--- src/rtl/uart_pkg.sv ---
// Shared types and constants for the UART receiver.
// The PARITY state exists only when UART_RX_PARITY_EN is defined.
package uart_pkg;

  localparam int DATA_BITS_MIN = 5;
  localparam int DATA_BITS_MAX = 9;
  localparam int STOP_BITS_MIN = 1;
  localparam int STOP_BITS_MAX = 2;

  typedef enum logic [2:0] {
    ST_IDLE      = 3'd0,
    ST_START     = 3'd1,
    ST_DATA      = 3'd2,
`ifdef UART_RX_PARITY_EN
    ST_PARITY    = 3'd3,
`endif
    ST_STOP      = 3'd4,
    ST_WAIT_IDLE = 3'd5
  } rx_state_t;

  function automatic logic majority3(input logic a, input logic b, input logic c);
    return (a & b) | (a & c) | (b & c);
  endfunction

endpackage

--- src/rtl/uart_baud_ctr.sv ---
// Clock divider producing a sample tick every CLK_DIV clocks, plus a
// per-bit tick counter that wraps from tick_max back to 0.
module uart_baud_ctr #(
  parameter int CLK_DIV = 27,
  parameter int TICK_W  = 4
) (
  input  logic              clock,
  input  logic              reset,
  input  logic              clear,
  input  logic [TICK_W-1:0] tick_max,
  output logic              tick,
  output logic [TICK_W-1:0] tick_count
);

  localparam int DIV_W = (CLK_DIV > 1) ? $clog2(CLK_DIV) : 1;

  logic [DIV_W-1:0]  r_div;
  logic [TICK_W-1:0] r_tick_count;

  // tick_count reports the index of the tick currently being signalled
  assign tick       = (r_div == DIV_W'(CLK_DIV - 1));
  assign tick_count = r_tick_count;

  always_ff @(posedge clock or posedge reset) begin
    if (reset) begin
      r_div        <= '0;
      r_tick_count <= '0;
    end else if (clear) begin
      r_div        <= '0;
      r_tick_count <= '0;
    end else if (tick) begin
      r_div        <= '0;
      r_tick_count <= (r_tick_count == tick_max) ? '0 : r_tick_count + TICK_W'(1);
    end else begin
      r_div <= r_div + DIV_W'(1);
    end
  end

endmodule

--- src/rtl/uart_rx_core.sv ---
// Oversampling UART receiver with 3-sample majority vote per bit.
// Define UART_RX_PARITY_EN to add the parity bit, PARITY_ODD and parity_err.
module uart_rx_core
  import uart_pkg::*;
#(
  parameter int DATA_BITS  = 8,
  parameter int OVERSAMPLE = 16,
  parameter int CLK_DIV    = 27,
`ifdef UART_RX_PARITY_EN
  parameter int PARITY_ODD = 0,
`endif
  parameter int STOP_BITS  = 1
) (
  input  logic                 clock,
  input  logic                 reset,
  input  logic                 rx,
  output logic [DATA_BITS-1:0] data,
  output logic                 rx_valid,
  output logic                 frame_err,
`ifdef UART_RX_PARITY_EN
  output logic                 parity_err,
`endif
  output logic                 busy,
  output rx_state_t            dbg_state
);

  localparam int TICK_W = $clog2(OVERSAMPLE);
  localparam int BIT_W  = $clog2(DATA_BITS + 1);
  localparam logic [TICK_W-1:0] TICK_S0   = TICK_W'(OVERSAMPLE / 2 - 1);
  localparam logic [TICK_W-1:0] TICK_S1   = TICK_W'(OVERSAMPLE / 2);
  localparam logic [TICK_W-1:0] TICK_VOTE = TICK_W'(OVERSAMPLE / 2 + 1);
  localparam logic [TICK_W-1:0] TICK_LAST = TICK_W'(OVERSAMPLE - 1);

  rx_state_t r_state, w_state_next;

  logic r_sync1, r_sync2, r_rx_prev;
  logic r_s0, r_s1;
  logic [DATA_BITS-1:0] r_shift, r_data;
  logic [BIT_W-1:0]     r_bit_cnt;
  logic r_valid, r_ferr;

  logic w_rx, w_tick, w_vote, w_vote_pt, w_clear;
  logic [TICK_W-1:0] w_tick_count;
  logic w_shift_en, w_bit_clr, w_bit_inc, w_load, w_ferr_set;
`ifdef UART_RX_PARITY_EN
  logic r_perr, r_par_bad, w_perr_set, w_par_chk;
`endif

  assign w_rx      = r_sync2;
  assign w_vote    = majority3(r_s0, r_s1, w_rx);
  assign w_vote_pt = w_tick && (w_tick_count == TICK_VOTE);

  uart_baud_ctr #(.CLK_DIV(CLK_DIV), .TICK_W(TICK_W)) u_baud (
    .clock      (clock),
    .reset      (reset),
    .clear      (w_clear),
    .tick_max   (TICK_LAST),
    .tick       (w_tick),
    .tick_count (w_tick_count)
  );

  always_ff @(posedge clock or posedge reset) begin
    if (reset) r_state <= ST_IDLE;
    else       r_state <= w_state_next;
  end

  always_comb begin
    w_state_next = r_state;
    w_shift_en   = 1'b0;
    w_bit_clr    = 1'b0;
    w_bit_inc    = 1'b0;
    w_load       = 1'b0;
    w_ferr_set   = 1'b0;
`ifdef UART_RX_PARITY_EN
    w_perr_set   = 1'b0;
    w_par_chk    = 1'b0;
`endif
    case (r_state)
      ST_IDLE: begin
        if (r_rx_prev && !w_rx) begin
          w_state_next = ST_START;
          w_bit_clr    = 1'b1;
        end
      end
      ST_START: begin
        if (w_vote_pt) begin
          w_state_next = w_vote ? ST_IDLE : ST_DATA;
          w_bit_clr    = 1'b1;
        end
      end
      ST_DATA: begin
        if (w_vote_pt) begin
          w_shift_en = 1'b1;
          if (r_bit_cnt == BIT_W'(DATA_BITS - 1)) begin
`ifdef UART_RX_PARITY_EN
            w_state_next = ST_PARITY;
`else
            w_state_next = ST_STOP;
`endif
            w_bit_clr = 1'b1;
          end else begin
            w_bit_inc = 1'b1;
          end
        end
      end
`ifdef UART_RX_PARITY_EN
      ST_PARITY: begin
        if (w_vote_pt) begin
          w_par_chk    = 1'b1;
          w_state_next = ST_STOP;
        end
      end
`endif
      ST_STOP: begin
        if (w_vote_pt) begin
          if (!w_vote) begin
            w_ferr_set   = 1'b1;
            w_state_next = ST_WAIT_IDLE;
          end else if (r_bit_cnt == BIT_W'(STOP_BITS - 1)) begin
            // leave at the vote point so a back-to-back start edge is not missed
            w_state_next = ST_IDLE;
`ifdef UART_RX_PARITY_EN
            w_perr_set = r_par_bad;
            w_load     = !r_par_bad;
`else
            w_load     = 1'b1;
`endif
          end else begin
            w_bit_inc = 1'b1;
          end
        end
      end
      ST_WAIT_IDLE: begin
        if (w_tick && (w_tick_count == TICK_LAST) && w_rx) w_state_next = ST_IDLE;
      end
      default: w_state_next = ST_IDLE;
    endcase
    // WAIT_IDLE restarts its one-bit high timer whenever the line is low
    w_clear = (r_state == ST_IDLE) || w_ferr_set ||
              ((r_state == ST_WAIT_IDLE) && !w_rx);
  end

  always_ff @(posedge clock or posedge reset) begin
    if (reset) begin
      r_sync1   <= 1'b1;
      r_sync2   <= 1'b1;
      r_rx_prev <= 1'b1;
      r_s0      <= 1'b1;
      r_s1      <= 1'b1;
      r_shift   <= '0;
      r_bit_cnt <= '0;
      r_data    <= '0;
      r_valid   <= 1'b0;
      r_ferr    <= 1'b0;
`ifdef UART_RX_PARITY_EN
      r_perr    <= 1'b0;
      r_par_bad <= 1'b0;
`endif
    end else begin
      r_sync1   <= rx;
      r_sync2   <= r_sync1;
      r_rx_prev <= r_sync2;
      if (w_tick && (w_tick_count == TICK_S0)) r_s0 <= w_rx;
      if (w_tick && (w_tick_count == TICK_S1)) r_s1 <= w_rx;
      if (w_shift_en) r_shift <= {w_vote, r_shift[DATA_BITS-1:1]};
      if (w_bit_clr)      r_bit_cnt <= '0;
      else if (w_bit_inc) r_bit_cnt <= r_bit_cnt + BIT_W'(1);
      if (w_load) r_data <= r_shift;
      r_valid <= w_load;
      r_ferr  <= w_ferr_set;
`ifdef UART_RX_PARITY_EN
      r_perr <= w_perr_set;
      if (r_state == ST_IDLE) r_par_bad <= 1'b0;
      else if (w_par_chk)     r_par_bad <= ((^r_shift) ^ w_vote) != 1'(PARITY_ODD);
`endif
    end
  end

  assign data      = r_data;
  assign rx_valid  = r_valid;
  assign frame_err = r_ferr;
`ifdef UART_RX_PARITY_EN
  assign parity_err = r_perr;
`endif
  assign busy      = (r_state != ST_IDLE);
  assign dbg_state = r_state;

endmodule

--- config.mk ---
export PLATFORM = sky130hd
export DESIGN_NAME = uart_rx_core
export DESIGN_NICKNAME = d
export VERILOG_FILES = /design/src/rtl/uart_pkg.sv /design/src/rtl/uart_baud_ctr.sv /design/src/rtl/uart_rx_core.sv
export SDC_FILE = /design/constraint.sdc
export NUM_CORES = 1
export LEC_CHECK = 0
export CORE_ASPECT_RATIO = 0.7
export CORE_MARGIN = 2
export CORE_UTILIZATION = 55
export CTS_CLUSTER_DIAMETER = 80
export CTS_CLUSTER_SIZE = 20
export DETAILED_ROUTE_END_ITERATION = 8
export PLACE_DENSITY = 0.77
export SLEW_MARGIN = 25
export SYNTH_ARGS = -nofsm -noshare
export SYNTH_HDL_FRONTEND = slang
export SYNTH_SLANG_ARGS = --single-unit
--- constraint.sdc ---
create_clock -name clock -period 2.65 [get_ports clock]
set_input_delay 0.53 -clock clock [delete_from_list [all_inputs] [get_ports clock]]
set_output_delay 0.53 -clock clock [all_outputs]
set_load 0.01 [all_outputs]
# After elaboration in Yosys (flattened, before gate mapping)
# Cells that the tools add are included.
# word_totals
out_inout_bits	14
inputBits	3
ff_bits	39
wordCells	90
# classes
addsub	3
n_eq_ne	17
mux	36
n_bitwise	5
n_reduce_logical	16
# op_table
cell	n
$mux 3	8
$mux 4	5
$mux 1	17
$pmux 3 s5	1
$eq 4x4->1 const B	3
$ne 2x2->1 const B	6
$mux 5	2
$add 4x1->4 const B	2
$eq 4x3->1 const B	2
$logic_and 1x1->1	7
$reduce_and 7->1	1
$eq 3x3->1 const B	2
$add 5x1->5 const B	1
$eq 5x5->1 const B	1
$logic_not 4->1	1
$reduce_bool 2->1	2
$and 1x1->1	3
$eq 3x1->1 const B	1
$eq 3x2->1 const B	1
$logic_not 3->1	1
$ne 3x3->1 const B	1
$pmux 1 s3	1
$reduce_bool 3->1	1
$logic_or 1x1->1	2
other kinds (4)	5

# Depth between registers and ports, before layout
# depth
word_depth	9
depth_mapped	8
ltp_nobuf	7

# By module
# Synthesis repeated with hierarchy kept, for this count alone.
# unflattened
hier_cells	168
area_unflattened_um2	1941.9
# by_module_without_submodules
module	instances	seq_area_each_um2	cells_each	area_per_inst_um2
uart_rx_core	1	757.0	123	1467.7
uart_baud_ctr	1	225.2	45	474.2

# Worst setup path before layout
# No wires, ideal clock.
# synth_timing
path_kind	reg2reg
from	register r_bit_cnt[0]
to	register r_data[0], in the netlist data[0]
setup_slack_ns	0.675
path_stages_with_launch	7
path_buffers	0
setup_time_ns	0.125
t_required_ns	2.525
arrival_ns	1.850
period_less_slack_ns	1.975
cell_sequence	dfrtp_1 -> inv_1 -> ha_1 -> or3b_1 -> or2_2 -> nor3_4 -> mux2_2
# synth_via
elab_chain_len	5
# synth_lines
element	line_no	text
start, declared	uart_rx_core.sv:39	logic [BIT_W-1:0] r_bit_cnt;
start signal, assigned	uart_rx_core.sv:167	else if (w_bit_inc) r_bit_cnt <= r_bit_cnt + BIT_W'(1);
$logic_not 4->1	uart_rx_core.sv:119	end else if (r_bit_cnt == BIT_W'(STOP_BITS - 1)) begin
$mux 1	uart_rx_core.sv:119	
$mux 1	uart_rx_core.sv:116	if (!w_vote) begin
$mux 1	uart_rx_core.sv:115	if (w_vote_pt) begin
$mux 1	uart_rx_core.sv:78	case (r_state)
end signal, assigned	uart_rx_core.sv:168	if (w_load) r_data <= r_shift;
end, declared	uart_rx_core.sv:38	logic [DATA_BITS-1:0] r_shift, r_data;
# Every way passes these cells.
# A chain may end at the register's enable or synchronous reset.

# Final worst setup path
# layout_timing
from	register r_state[2], in the netlist dbg_state[2]
to	output busy
# layout_via
elab_chain_len	1
# layout_lines
element	line_no	text
start, declared	uart_rx_core.sv:34	rx_state_t r_state, w_state_next;
start signal, assigned	uart_rx_core.sv:64	else r_state <= w_state_next;
$reduce_bool 3->1	uart_rx_core.sv:185	assign busy = (r_state != ST_IDLE);
end, declared	uart_rx_core.sv:23	output logic busy,
# Every way passes these cells.

==> reports/qor.txt <==
vias in the first global route - 1324
drt drc - 0
WL/cell - 16.2 um
Primary FF master, synth - dfrtp_1
diode count - 0
final setup violation count - 0
drt pass-1 iters - 4
actual slew at the worst max-slew pin - 0.689 ns
Worst EP required - 2.12 ns
DRT iter0 DRCs - 173
async set-reset flop share out of synthesis - 1.00
Routed Antenna Nets - 0
Max Clock Skew - 0.00750 ns
total CTS buffers - 5
DR vias - 1331
largest net degree at the start of global routing - 24
RSZ-0062 raised after global routing - false
fin nets - 194
Post-synth EDFFs - 0
max-slew violations - 0
Cells after Synth - 164
Hold-fix buffers, CTS - 0
Die ar. - 3980 um2
Critical Path Stages - 2
CP peak stage delay - 0.60 ns
CP Class - reg2out
total wire length - 3750 um
vias per inst - 5.74
fmax - 0.420 GHz
post-synthesis sequential area ratio - 0.513
grt total ovfl - 0
CTS resizes - 0
DPL Wire Length - 2590 um
Die Width - 74.5 um
most frequent cells in the layout - dfrtp_1 (34), mux2_2 (20), clkdlybuf4s50_1 (16)
fraction of the cycle the final worst path needs - 0.900
CORE AREA - 3230 um2
CTS tree - built
Skew-Pair Late Insertion Delay - 0.30 ns
first-pass GRT wire length - 6350 um
Syn-to-layout area delta - 16.9%
setup TNS - 0 ns
Die H - 53.4 um
fin util - 0.692
CTS clock-pin slew for the worst setup and hold paths - 0.08 ns
Cell Chain, Critical Path - or3_1 > clkdlybuf4s50_1
max cap viols - 0
syn_nets - 174
GR Util All Layers - 0.224
Hold Path Depth - 0
layout cells sized above 1 - 0.211
Ports - 17
Critical Path Start Type - flop
Slowest cell on crit path - dfrtp_1
critical path endpoint category - output pin
Tmin final - 2.38 ns
clock root buffer - clkbuf_8
Ys Warns - 0
syn avg cell area - 11.7 um2
port buffer count - 16
flops & latches, synth - 39
initial antenna violation count - 0
final estimated routing congestion in global placement - 0.778
Final Hold Fails - 0
CP Buf/Inv Count - 1
critical path arrival - 1.85 ns
hold slack - 0.357 ns
Worst slew margin - 0.540
most common cell after layout, fill and taps aside - dfrtp_1
HP Class - reg2reg
initial core utilization - 0.592
Rows - 17
Worst Path Max Fanout - 17
CTS H-tree lvls - 2
number of setup buffers added after CTS - 0
Power per Cell Area - 631 nW/um2
Final Power - 0.00141 W
CTS sink cnt - 39
mapped cell area - 1910 um2
delay-heaviest family, CP - flip-flops
status - finished clean
Fillers - 236
Netlist cell types - 43
LEAKAGE - 1.02 nW
reg2reg path depth - 7
Max clock buf depth - 2
highest ir drop seen on vdd - 0.389 mV
[metal layers]
layer  GRT usage  share of wire  vias to the layer above
met2       0.335           0.48                       44
met5           0              0                        -
li1            -              -                      612
met3      0.0571          0.049                        9
met1       0.306           0.45                      666
met4       0.107          0.020                        0
[state kept, by name (all words and copies together), names as in the netlist]
register           flops
r_s0                   1
r_shift                8
rx_valid               1
r_sync2                1
dbg_state              3
r_s1                   1
r_rx_prev              1
u_baud.r_div           5
frame_err              1
data                   8
r_bit_cnt              4
r_sync1                1
u_baud.tick_count      4
[synth_stat cells, types with 2 or more instances]
cell | instances | area [um2]
a21oi_1 | 5 | 25.0
a31oi_1 | 2 | 12.5
and3_1 | 2 | 12.5
buf_2 | 2 | 10.0
buf_6 | 2 | 22.5
dfrtp_1 | 34 | 851
dfstp_2 | 5 | 131
ha_1 | 7 | 87.6
inv_1 | 8 | 30.0
mux2_2 | 20 | 225
nand2_1 | 8 | 30.0
nand2b_1 | 3 | 18.8
nand3_1 | 6 | 30.0
nand3b_1 | 3 | 22.5
nor2_1 | 13 | 48.8
nor2b_1 | 3 | 18.8
nor3_1 | 2 | 10.0
nor3_4 | 2 | 32.5
o211ai_1 | 2 | 15.0
o21ai_0 | 3 | 15.0
or2_2 | 2 | 12.5
or3_1 | 2 | 12.5
xnor2_1 | 3 | 26.3
xor2_1 | 6 | 52.6
[final cells by class]
cell class                 count  area [um2]  area share
timing repair buffer          17         180      0.0805
inverter                       8        30.0      0.0134
sequential                    39         982       0.439
multi-input combinational    113         870       0.388
clock inverter                 2        35.0      0.0157
clock buffer                   6        82.6      0.0369
tap                           47        58.8      0.0263
[final timing paths]
path	end	slack, ns	startpoint
worst max-delay path	busy	0.27	dbg_state[2]
worst min-delay path	r_sync2	0.36	r_sync1
worst max register to register	dbg_state[2]	0.44	u_baud.r_div[0]
worst min register to register	r_sync2	0.36	r_sync1
max in group asynchronous	data[5]	1.46	reset
min in group asynchronous	u_baud.r_div[2]	0.64	reset
[per-stage QoR]
stage | instances | area (um2) | setup WS, ns
global placement | 224 | 2120 | 0.515
floorplan | 164 | 1910 | 0.675
global route | 232 | 2240 | 0.212
finish | 232 | 2240 | 0.266
CTS | 232 | 2240 | 0.274
detailed placement | 224 | 2120 | 0.496
[power breakdown]
| part | internal (W) | switching [W] |
|---|---|---|
| Combinational | 0.000102 | 0.000115 |
| Clock | 0.000304 | 0.000212 |
| Sequential | 0.000625 | 0.0000531 |
[cells by family after synthesis]
group	Yosys count	share of synthesized area
flops	39	0.513
compound gates	19	0.0627
simple gates	56	0.176
mux	21	0.123
buf+inv	12	0.0327
xor+xnor	9	0.0412
fa+ha+maj	8	0.0510
(Power assumes the default switching activity.)
